$ cat config.mk
export PLATFORM = sky130hd
export DESIGN_NAME = t3_match_decode
export DESIGN_NICKNAME = d
export VERILOG_FILES = /design/src/rtl/t3_match_decode_pkg.sv /design/src/rtl/t3_match_decode_path.sv /design/src/rtl/t3_match_decode.sv
export SDC_FILE = /design/constraint.sdc
export NUM_CORES = 1
export LEC_CHECK = 0
export BUFFER_PORTS_ARGS = -buffer_cell sky130_fd_sc_hd__buf_4
export CAP_MARGIN = 30
export CORE_AREA = 2 2 361 363
export DETAILED_ROUTE_END_ITERATION = 10
export DIE_AREA = 0 0 363 365
export HOLD_SLACK_MARGIN = 0.1
export PLACE_DENSITY_LB_ADDON = 0.25
export SETUP_SLACK_MARGIN = 0.3
export SKIP_CTS_REPAIR_TIMING = 1
export SLEW_MARGIN = 5
export SYNTH_ARGS = -nofsm -noshare
export SYNTH_HDL_FRONTEND = slang
export SYNTH_SLANG_ARGS = --single-unit
$ cat constraint.sdc
create_clock -name clk -period 0.8 [get_ports clk]
set_input_delay 0.16 -clock clk [delete_from_list [all_inputs] [get_ports clk]]
set_output_delay 0.16 -clock clk [all_outputs]
set_load 0.005 [all_outputs]
$ cat src/rtl/t3_match_decode_pkg.sv
// Shared Table-3 constants used by the T3 decode and the static match engine.
// Lane i address occupies [9i+8:9i]. Compare bit 2i is the port A hit and 2i+1 is the port B hit.
package t3_match_decode_pkg;

   localparam int unsigned T3_LANES = 16;
   localparam int unsigned T3_AW    = 9;
   localparam int unsigned T3_CW    = 2 * T3_LANES;

   // Index 0 is reserved, so it doubles as "no match".
   localparam logic [T3_AW-1:0] T3_NO_MATCH = '0;

endpackage

$ cat src/rtl/t3_match_decode_path.sv
// One T3 decode path: per-lane A/B hit selection into a registered matched index.
module t3_match_decode_path
   import t3_match_decode_pkg::*;
#(
   parameter int unsigned LANES = T3_LANES,
   parameter int unsigned AW    = T3_AW,
   parameter int unsigned CW    = 2 * LANES
) (
   input  logic                clk,
   input  logic                rst,
   input  logic [CW-1:0]       i_compare,
   input  logic [LANES*AW-1:0] i_addr_a,
   input  logic [LANES*AW-1:0] i_addr_b,
   output logic [LANES*AW-1:0] o_index
);

   logic [LANES*AW-1:0] w_next;
   logic [LANES*AW-1:0] r_index;

   // Port A takes priority. Addresses of lanes with no hit never reach the register.
   always_comb begin
      w_next = '0;
      for (int i = 0; i < int'(LANES); i++) begin
         if (i_compare[2*i]) begin
            w_next[i*AW +: AW] = i_addr_a[i*AW +: AW];
         end else if (i_compare[2*i+1]) begin
            w_next[i*AW +: AW] = i_addr_b[i*AW +: AW];
         end
      end
   end

   always_ff @(posedge clk or negedge rst) begin
      if (!rst) begin
         r_index <= '0;
      end else begin
         r_index <= w_next;
      end
   end

   assign o_index = r_index;

endmodule

$ cat src/rtl/t3_match_decode.sv
// Decodes the case-sensitive and nocase T3 compare vectors into per-lane matched entry indices.
module t3_match_decode
   import t3_match_decode_pkg::*;
#(
   parameter int unsigned LANES = T3_LANES,
   parameter int unsigned AW    = T3_AW,
   parameter int unsigned CW    = T3_CW
) (
   input  logic                clk,
   input  logic                rst,
   input  logic [CW-1:0]       iCompareVector,
   input  logic [CW-1:0]       iCompareVector_nocase,
   input  logic [LANES*AW-1:0] iAddr_portA,
   input  logic [LANES*AW-1:0] iAddr_portB,
   input  logic [LANES*AW-1:0] iAddr_portA_nocase,
   input  logic [LANES*AW-1:0] iAddr_portB_nocase,
   output logic [LANES*AW-1:0] oIndex,
   output logic [LANES*AW-1:0] oIndex_nocase
);

   t3_match_decode_path #(
      .LANES (LANES),
      .AW    (AW),
      .CW    (CW)
   ) u_path_case (
      .clk       (clk),
      .rst       (rst),
      .i_compare (iCompareVector),
      .i_addr_a  (iAddr_portA),
      .i_addr_b  (iAddr_portB),
      .o_index   (oIndex)
   );

   t3_match_decode_path #(
      .LANES (LANES),
      .AW    (AW),
      .CW    (CW)
   ) u_path_nocase (
      .clk       (clk),
      .rst       (rst),
      .i_compare (iCompareVector_nocase),
      .i_addr_a  (iAddr_portA_nocase),
      .i_addr_b  (iAddr_portB_nocase),
      .o_index   (oIndex_nocase)
   );

endmodule

==> impl_metrics.env, run 1 <==
export IMPL_holdPathEnd="u_path_case.o_index[67]$_DFF_PN0_"
export IMPL_hold_viol_final=285
export IMPL_die_y_um=365
export IMPL_avgSynthCellArea_um2=14.45
export IMPL_ys_top_cells_by_area="dfrtp_1 (68%), a22o_1 (21%), buf_6 (3.4%)"
export IMPL_regArea_mm2=0.007227
export IMPL_dp_hpwl_um=60810
export IMPL_clockBufferDepth=3
export IMPL_worstMarginPinSlew_ps=627.6
export IMPL_status="finished, violations left"
export IMPL_cts_tree="built"
export IMPL_drtIter0Drc=490
export IMPL_yosysTopAreaCell="dfrtp_1"
export IMPL_maxCapViolations=0
export IMPL_crit_required_ps=640
export IMPL_synth_seq_area_share_pct=67.75
export IMPL_slew_headroom_pct=58.07
export IMPL_place_ws_ps=-311.6
export IMPL_crit_fanout=1
export IMPL_track_usage_pct=10.02
export IMPL_drive_above_1_share_pct=60.56
export IMPL_cp_end_kind="primary output"
export IMPL_routed_wl_um=71250
export IMPL_p_total_w=0.04311
export IMPL_arrival_ps=1230
export IMPL_antenna_found_initial=3
export IMPL_use_met2_pct=17.15
export IMPL_synth_area_mm2=0.01064
export IMPL_cts_root_buf="clkbuf_16"
export IMPL_area_growth_pct=121.9
export IMPL_die_w_um=363
export IMPL_irDropWorstVdd_v=0.001080
export IMPL_vias_per_cell=3.087
export IMPL_grt_start_max_net_pins=27
export IMPL_final_antenna_net_count=0
export IMPL_hold_path_class="in -> reg"
export IMPL_hold_ws_ps=-201.2
export IMPL_cts_max_level=2
export IMPL_routabilityCongestion=0.8842
export IMPL_p_comb_share_pct=20.3
export IMPL_io_buffers=929
export IMPL_clkPwrFrac_pct=41.8
export IMPL_yosysTopAreaCellShare_pct=67.75
export IMPL_grt_pass1_wl_um=91380
export IMPL_drc_errors=0
export IMPL_p_leak_nw=11.27
export IMPL_fillers=14230
export IMPL_stdcell_count=3532
export IMPL_setup_ws_ps=-589.3
export IMPL_violations="negative hold slack, negative setup slack"
export IMPL_period_minus_slack_ps=1389
export IMPL_rows=132
export IMPL_syn_nets=1378
export IMPL_cts_made_buffers=39
export IMPL_wire_per_inst_um=20.17
export IMPL_setup_viol=334
export IMPL_postSynthCellCount=736
export IMPL_grtUsageMet3_pct=3.278
export IMPL_pwr_share_seq_pct=37.8
export IMPL_grt_pass1_vias=11230
export IMPL_critPathLaunchType="flop"
export IMPL_yosysWarnings=0
export IMPL_ys_types=10
export IMPL_busiest_layer="met2"
export IMPL_num_io_pins=930
export IMPL_die_area_mm2=0.1325
export IMPL_max_freq_ghz=0.7198
export IMPL_dr_pass1_iters=5
export IMPL_final_util_pct=18.35
export IMPL_use_met1_pct=11.79
export IMPL_switching_share_pct=25.89
export IMPL_p_int_w=0.03195
export IMPL_slew_violations=0
export IMPL_power_density_mw_per_mm2=1826
export IMPL_clkSinkCount=288
export IMPL_vias=10900
export IMPL_overflow=0
export IMPL_fp_coreArea_mm2=0.1287
export IMPL_p_sw_w=0.01116
export IMPL_min_from="iAddr_portB[67]"
export IMPL_whs_path_depth=2
export IMPL_multiInputGateArea_mm2=0.003038
export IMPL_fin_crit_sh_pct=173.7
export IMPL_grt_setup_unrepaired="true"
export IMPL_initial_core_util_pct=8.268
export IMPL_path_clk_slew_ps=60
export IMPL_crit_type="reg -> out"
export IMPL_final_net_count=2470
export IMPL_dp_cells=3361
export IMPL_synth_seq_cells=288
per-stage QoR:
step	area (µm²)	TNS (ps)
CTS	21500	-150180
global route	23610	-147450
detailed placement	20200	-23890
finish	23610	-127910
floorplan	10970	0
global placement	20200	-24380
power groups by stage:
stage          Clock (W)  Combinational [W]  Sequential, W
2_1_floorplan          0            0.00172         0.0163
3_3_place_gp           0            0.00792         0.0164
6_report          0.0180            0.00877         0.0163
4_1_cts           0.0189            0.00792         0.0161
5_1_grt           0.0194            0.00936         0.0164
3_5_place_dp           0            0.00790         0.0164
cells in the final DEF (no fill, tap or decap), drive strengths merged:
master       instances
a22o               256
buf               1014
bufinv               2
clkbuf              55
clkinv               8
clkinvlp             3
dfrtp              288
diode                1
dlygate4sd3        101
inv                  1
nand2               64
nor2b               32
o21ai               32
per-layer routing:
layer | up-vias | part of all wire (%)
met3 | 87 | 9.9
met2 | 587 | 50
met1 | 5305 | 38
met4 | 0 | 2.7
li1 | 4923 | -
met5 | - | 0
cell usage after synthesis:
library cell  instances
dfrtp_1             288
nor2b_4               1
nor2b_1               8
a22o_1              256
o21ai_1              32
clkbuf_4              1
nor2b_2              23
buf_2                31
buf_6                32
nand2_1              64
flip-flops by register name (all words and copies together) (netlist names):
signal / count
u_path_case.o_index: 144
u_path_nocase.o_index: 144
cells by family (layout without fill, tap and decap cells):
logic type | after synthesis | count (layout) | share of synthesized area [%]
compound gates | 288 | 288 | 22.58
buf+inv | 64 | 1184 | 4.917
flops | 288 | 288 | 67.75
other cells | 0 | 1 | 0
simple gates | 96 | 96 | 4.752
final cells by class:
| class | count | share of cell area [%] |
|---|---|---|
| Clock inverter | 14 | 0.5565 |
| Tap cell | 1675 | 8.878 |
| Multi-Input combinational cell | 384 | 12.87 |
| Clock buffer | 55 | 4.950 |
| Timing Repair Buffer | 1115 | 42.12 |
| Antenna cell | 1 | 0.01060 |
| Sequential cell | 288 | 30.61 |
how the worst max path moves through the flow:
stage,startpoint,to
floorplan,iCompareVector[23],u_path_case.o_index[100]$_DFF_PN0_
global placement,iCompareVector[26],u_path_case.o_index[122]$_DFF_PN0_
detailed placement,iCompareVector[16],u_path_case.o_index[74]$_DFF_PN0_
CTS,u_path_nocase.o_index[6]$_DFF_PN0_,oIndex_nocase[6]
global route,u_path_nocase.o_index[4]$_DFF_PN0_,oIndex_nocase[4]
finish,u_path_nocase.o_index[6]$_DFF_PN0_,oIndex_nocase[6]
critical path, cell delays in order (launching register included):
cell	delay, ps
dfrtp_1	400
buf_12	140
buf_8	110
No activity file was read; power rests on OpenSTA's default activity.
==> inputs of run 2 (changes only) <==
==> constraint.sdc (replaced) <==
create_clock -name clk -period 0.8 [get_ports clk]
set_input_delay 0.12 -clock clk [delete_from_list [all_inputs] [get_ports clk]]
set_output_delay 0.12 -clock clk [all_outputs]
set_load 0.005 [all_outputs]
==> impl_metrics.env, run 2 (synthesis gave the netlist of run 1 again) <==
export IMPL_grt_pass1_vias=11300
export IMPL_crit_family="flip-flops"
export IMPL_cts_root_buf="clkbuf_16"
export IMPL_drtIter0Drc=548
export IMPL_track_usage_pct=11.05
export IMPL_io_buffers=929
export IMPL_routabilityCongestion=0.8396
export IMPL_area_growth_pct=145.1
export IMPL_crit_slowest_cell="dfrtp_1"
export IMPL_cts_tree="built"
export IMPL_top_layer="met5"
export IMPL_hold_viol_final=284
export IMPL_dp_cells=3343
export IMPL_initial_core_util_pct=8.268
export IMPL_final_util_pct=20.26
export IMPL_fillers=14030
export IMPL_final_net_count=2713
export IMPL_regArea_mm2=0.007224
export IMPL_clockBufferDepth=3
export IMPL_die_y_um=365
export IMPL_crit_fanout=1
export IMPL_critPathLaunchType="flop"
export IMPL_die_w_um=363
export IMPL_vias=11910
export IMPL_max_freq_ghz=0.7711
export IMPL_grt_pass1_wl_um=98220
export IMPL_clkSinkCount=288
export IMPL_num_io_pins=930
export IMPL_rows=132
export IMPL_layout_commonest_cell="buf_4"
export IMPL_p_leak_nw=12.29
export IMPL_antenna_found_initial=15
export IMPL_wire_per_inst_um=21.17
export IMPL_multiInputGateArea_mm2=0.003038
export IMPL_place_area_mm2=0.01998
export IMPL_cp_end_kind="primary output"
export IMPL_crit_path_cell_trace="buf_6"
export IMPL_dr_pass1_iters=5
export IMPL_grt_setup_unrepaired="true"
export IMPL_wl_met3_um=6907
export IMPL_routed_wl_um=80080
export IMPL_final_antenna_net_count=0
export IMPL_drive_above_1_share_pct=52.57
export IMPL_period_minus_slack_ps=1297
export IMPL_irDropWorstVdd_v=0.001205
export IMPL_status="finished, violations left"
export IMPL_wl_met2_um=38920
export IMPL_power_density_mw_per_mm2=1740
export IMPL_worstMarginPinSlew_ps=827.1
export IMPL_arrival_ps=1180
export IMPL_fin_crit_sh_pct=162.1
export IMPL_crit_required_ps=680
export IMPL_cts_made_buffers=41
export IMPL_setup_viol=576
export IMPL_mostFrequentLayoutCells="buf_4 (701), dlygate4sd3_1 (360), buf_6 (281)"
export IMPL_cts_max_level=2
export IMPL_hold_path_class="in -> reg"
export IMPL_maxCapViolations=0
export IMPL_slowest_delay_ps=420
export IMPL_drc_errors=0
export IMPL_path_clk_slew_ps=60
export IMPL_slew_headroom_pct=44.68
export IMPL_die_area_mm2=0.1325
export IMPL_fp_coreArea_mm2=0.1287
export IMPL_violations="negative hold slack, negative setup slack"
export IMPL_path_buf_inv=1
export IMPL_overflow=0
export IMPL_slew_violations=0
export IMPL_dp_hpwl_um=66580
export IMPL_hold_ws_ps=-229.5
export IMPL_p_total_w=0.04536
export IMPL_grt_start_max_net_pins=30
export IMPL_wl_met1_um=31160
export IMPL_design_area_mm2=0.02607
export IMPL_setup_ws_ps=-496.9
export IMPL_crit_type="reg -> out"
export IMPL_vias_per_cell=3.150
export IMPL_stdcell_count=3782
## run 2: final timing paths
kind                                                      end                             start  depth (start not counted)  slack [ps]
max in group asynchronous  u_path_case.o_index[116]$_DFF_PN0_                               rst                          4        -260
hold / removal              u_path_case.o_index[98]$_DFF_PN0_                   iAddr_portA[98]                          2        -230
min in group asynchronous   u_path_case.o_index[23]$_DFF_PN0_                               rst                          2         160
setup / recovery                                    oIndex[6]  u_path_case.o_index[6]$_DFF_PN0_                          1        -500
## run 2: through the flow
step / setup WS, ps / hold slack (ps) / setup TNS (ps)
finish: -496.9 / -229.5 / -170610
global route: -575.4 / -259.7 / -211440
CTS: -646.1 / -726.6 / -141490
detailed placement: -525.0 / -55.21 / -23680
global placement: -485.4 / -54.35 / -23690
floorplan: 159.0 / -175.6 / 0
## run 2: routing by layer
metal | global-route usage [%] | vias up
met3 | 4.469 | 110
met4 | 4.214 | 12
met1 | 12.58 | 5769
li1 | - | 5413
met5 | 0.1816 | -
met2 | 18.46 | 608
## run 2: area by class of cell
cell class                 instances  area share (%)
sequential                       288           27.71
multi-input combinational        384           11.65
timing repair buffer            1356           47.20
tap                             1675           8.039
clock inverter                    16          0.6431
antenna                            3         0.02880
clock buffer                      60           4.718
## run 2: where the power goes
group	total [W]	internal [W]	switching [W]
clock network	0.0191	0.0116	0.00747
logic	0.00993	0.00622	0.00371
registers	0.0163	0.0157	0.000680
==> inputs of run 3 (changes only) <==
--- a/config.mk
+++ b/config.mk
@@ -7,9 +7,11 @@
 export LEC_CHECK = 0
 export BUFFER_PORTS_ARGS = -buffer_cell sky130_fd_sc_hd__buf_4
 export CAP_MARGIN = 30
-export CORE_AREA = 2 2 361 363
+export CELL_PAD_IN_SITES_DETAIL_PLACEMENT = 1
+export CELL_PAD_IN_SITES_GLOBAL_PLACEMENT = 1
+export CORE_AREA = 5 5 363 365
 export DETAILED_ROUTE_END_ITERATION = 10
-export DIE_AREA = 0 0 363 365
+export DIE_AREA = 0 0 368 370
 export HOLD_SLACK_MARGIN = 0.1
 export PLACE_DENSITY_LB_ADDON = 0.25
 export SETUP_SLACK_MARGIN = 0.3
==> impl_metrics.env, run 3 (synthesis gave the netlist of run 1 again) <==
export IMPL_routed_wl_um=82200
export IMPL_layout_commonest_cell="buf_4"
export IMPL_mostFrequentLayoutCells="buf_4 (707), dlygate4sd3_1 (304), buf_6 (279)"
export IMPL_grt_setup_unrepaired="true"
export IMPL_clockBufferDepth=3
export IMPL_crit_required_ps=680
export IMPL_fp_coreArea_mm2=0.1285
export IMPL_final_net_count=2664
export IMPL_cp_end_kind="primary output"
export IMPL_dp_cells=3351
export IMPL_hold_path_class="in -> reg"
export IMPL_initial_core_util_pct=8.279
export IMPL_violations="negative hold slack, negative setup slack"
export IMPL_num_io_pins=930
export IMPL_use_met2_pct=18.91
export IMPL_power_density_mw_per_mm2=1702
export IMPL_vias_per_cell=3.161
export IMPL_p_int_w=0.03198
export IMPL_irDropWorstVdd_v=0.001088
export IMPL_final_antenna_net_count=0
export IMPL_p_comb_share_pct=22.6
export IMPL_hold_viol_final=284
export IMPL_period_minus_slack_ps=1339
export IMPL_switching_share_pct=26.16
export IMPL_fin_crit_sh_pct=167.4
export IMPL_wire_per_inst_um=22.06
export IMPL_p_leak_nw=12.01
export IMPL_critPathLaunchType="flop"
export IMPL_overflow=0
export IMPL_max_freq_ghz=0.7469
export IMPL_drc_errors=0
export IMPL_drive_above_1_share_pct=53.99
export IMPL_cts_max_level=2
export IMPL_die_y_um=370
export IMPL_status="finished, violations left"
export IMPL_rows=132
export IMPL_worstMarginPinSlew_ps=669.8
export IMPL_grt_start_max_net_pins=31
export IMPL_setup_viol=333
export IMPL_busiest_layer="met2"
export IMPL_stdcell_count=3727
export IMPL_worstSetupStartpoint="u_path_nocase.o_index[90]$_DFF_PN0_"
export IMPL_grt_pass1_wl_um=104100
export IMPL_hold_ws_ps=-217.3
export IMPL_arrival_ps=1220
export IMPL_grtUsageMet3_pct=5.131
export IMPL_area_growth_pct=139.2
export IMPL_clkPwrFrac_pct=39.6
export IMPL_track_usage_pct=11.03
export IMPL_path_clk_slew_ps=60
export IMPL_routabilityCongestion=0.9337
export IMPL_crit_type="reg -> out"
export IMPL_dp_hpwl_um=69220
export IMPL_cp_endpoint="oIndex_nocase[90]"
export IMPL_vias=11780
export IMPL_io_buffers=929
export IMPL_cts_root_buf="clkbuf_16"
export IMPL_use_met1_pct=12.36
export IMPL_setup_ws_ps=-538.9
export IMPL_antenna_found_initial=4
export IMPL_cts_made_buffers=40
export IMPL_cts_tree="built"
export IMPL_die_w_um=368
export IMPL_drtIter0Drc=378
export IMPL_slew_violations=0
export IMPL_slew_headroom_pct=55.26
export IMPL_p_sw_w=0.01133
export IMPL_clkSinkCount=288
export IMPL_grt_pass1_vias=12190
export IMPL_die_area_mm2=0.1362
export IMPL_p_total_w=0.04331
export IMPL_crit_fanout=1
export IMPL_maxCapViolations=0
export IMPL_pwr_share_seq_pct=37.8
export IMPL_dr_pass1_iters=6
## run 3: final cells by class
class | count | area, µm²
antenna | 9 | 22.52
fill | 14650 | 103000
multi-input combinational | 384 | 3038
clock inverter | 6 | 57.56
tap | 1675 | 2096
timing repair buffer | 1308 | 11850
clock buffer | 57 | 1156
sequential | 288 | 7228
## run 3: power groups by stage
stage               Clock (W)  Sequential (W)  Combinational (W)
floorplan                   0          0.0163            0.00162
global placement            0          0.0164            0.00797
detailed placement          0          0.0164            0.00804
CTS                    0.0182          0.0162            0.00807
global route           0.0187          0.0165             0.0104
finish                 0.0172          0.0164            0.00977
## run 3: metal layers
| metal | part of all wire (%) | vias up |
|---|---|---|
| li1 | - | 5318 |
| met1 | 38 | 5805 |
| met2 | 50 | 559 |
| met3 | 9.3 | 97 |
| met4 | 2.6 | 2 |
| met5 | 0.012 | - |
## run 3: through the flow
stage | utilization [%] | worst slack (ps) | area (µm²) | TNS, ps
final | 19.80 | -538.9 | 25450 | -116390
after floorplan | - | 159.0 | 10750 | 0
after detailed placement | 15.63 | -426.4 | 20090 | -19420
after global routing | 19.79 | -629.6 | 25430 | -137240
after CTS | 16.58 | -656.9 | 21300 | -139060
after global placement | 15.63 | -386.1 | 20090 | -16310
## run 3: worst min path at each step
stage                                  from                                    to  slack (ps)  cells after the start
floorplan                               rst      u_path_case.o_index[0]$_DFF_PN0_        -180                      0
global placement                        rst     u_path_case.o_index[16]$_DFF_PN0_        -100                      1
detailed placement                      rst     u_path_case.o_index[16]$_DFF_PN0_        -100                      1
CTS                                     rst     u_path_case.o_index[16]$_DFF_PN0_        -750                      1
global route                iAddr_portA[58]     u_path_case.o_index[58]$_DFF_PN0_        -260                      2
finish              iAddr_portA_nocase[105]  u_path_nocase.o_index[105]$_DFF_PN0_        -220                      2
## run 3: worst max-delay path: stages (launching register included)
cell and delay (ps):
dfrtp_1 400, buf_12 140, buf_6 110
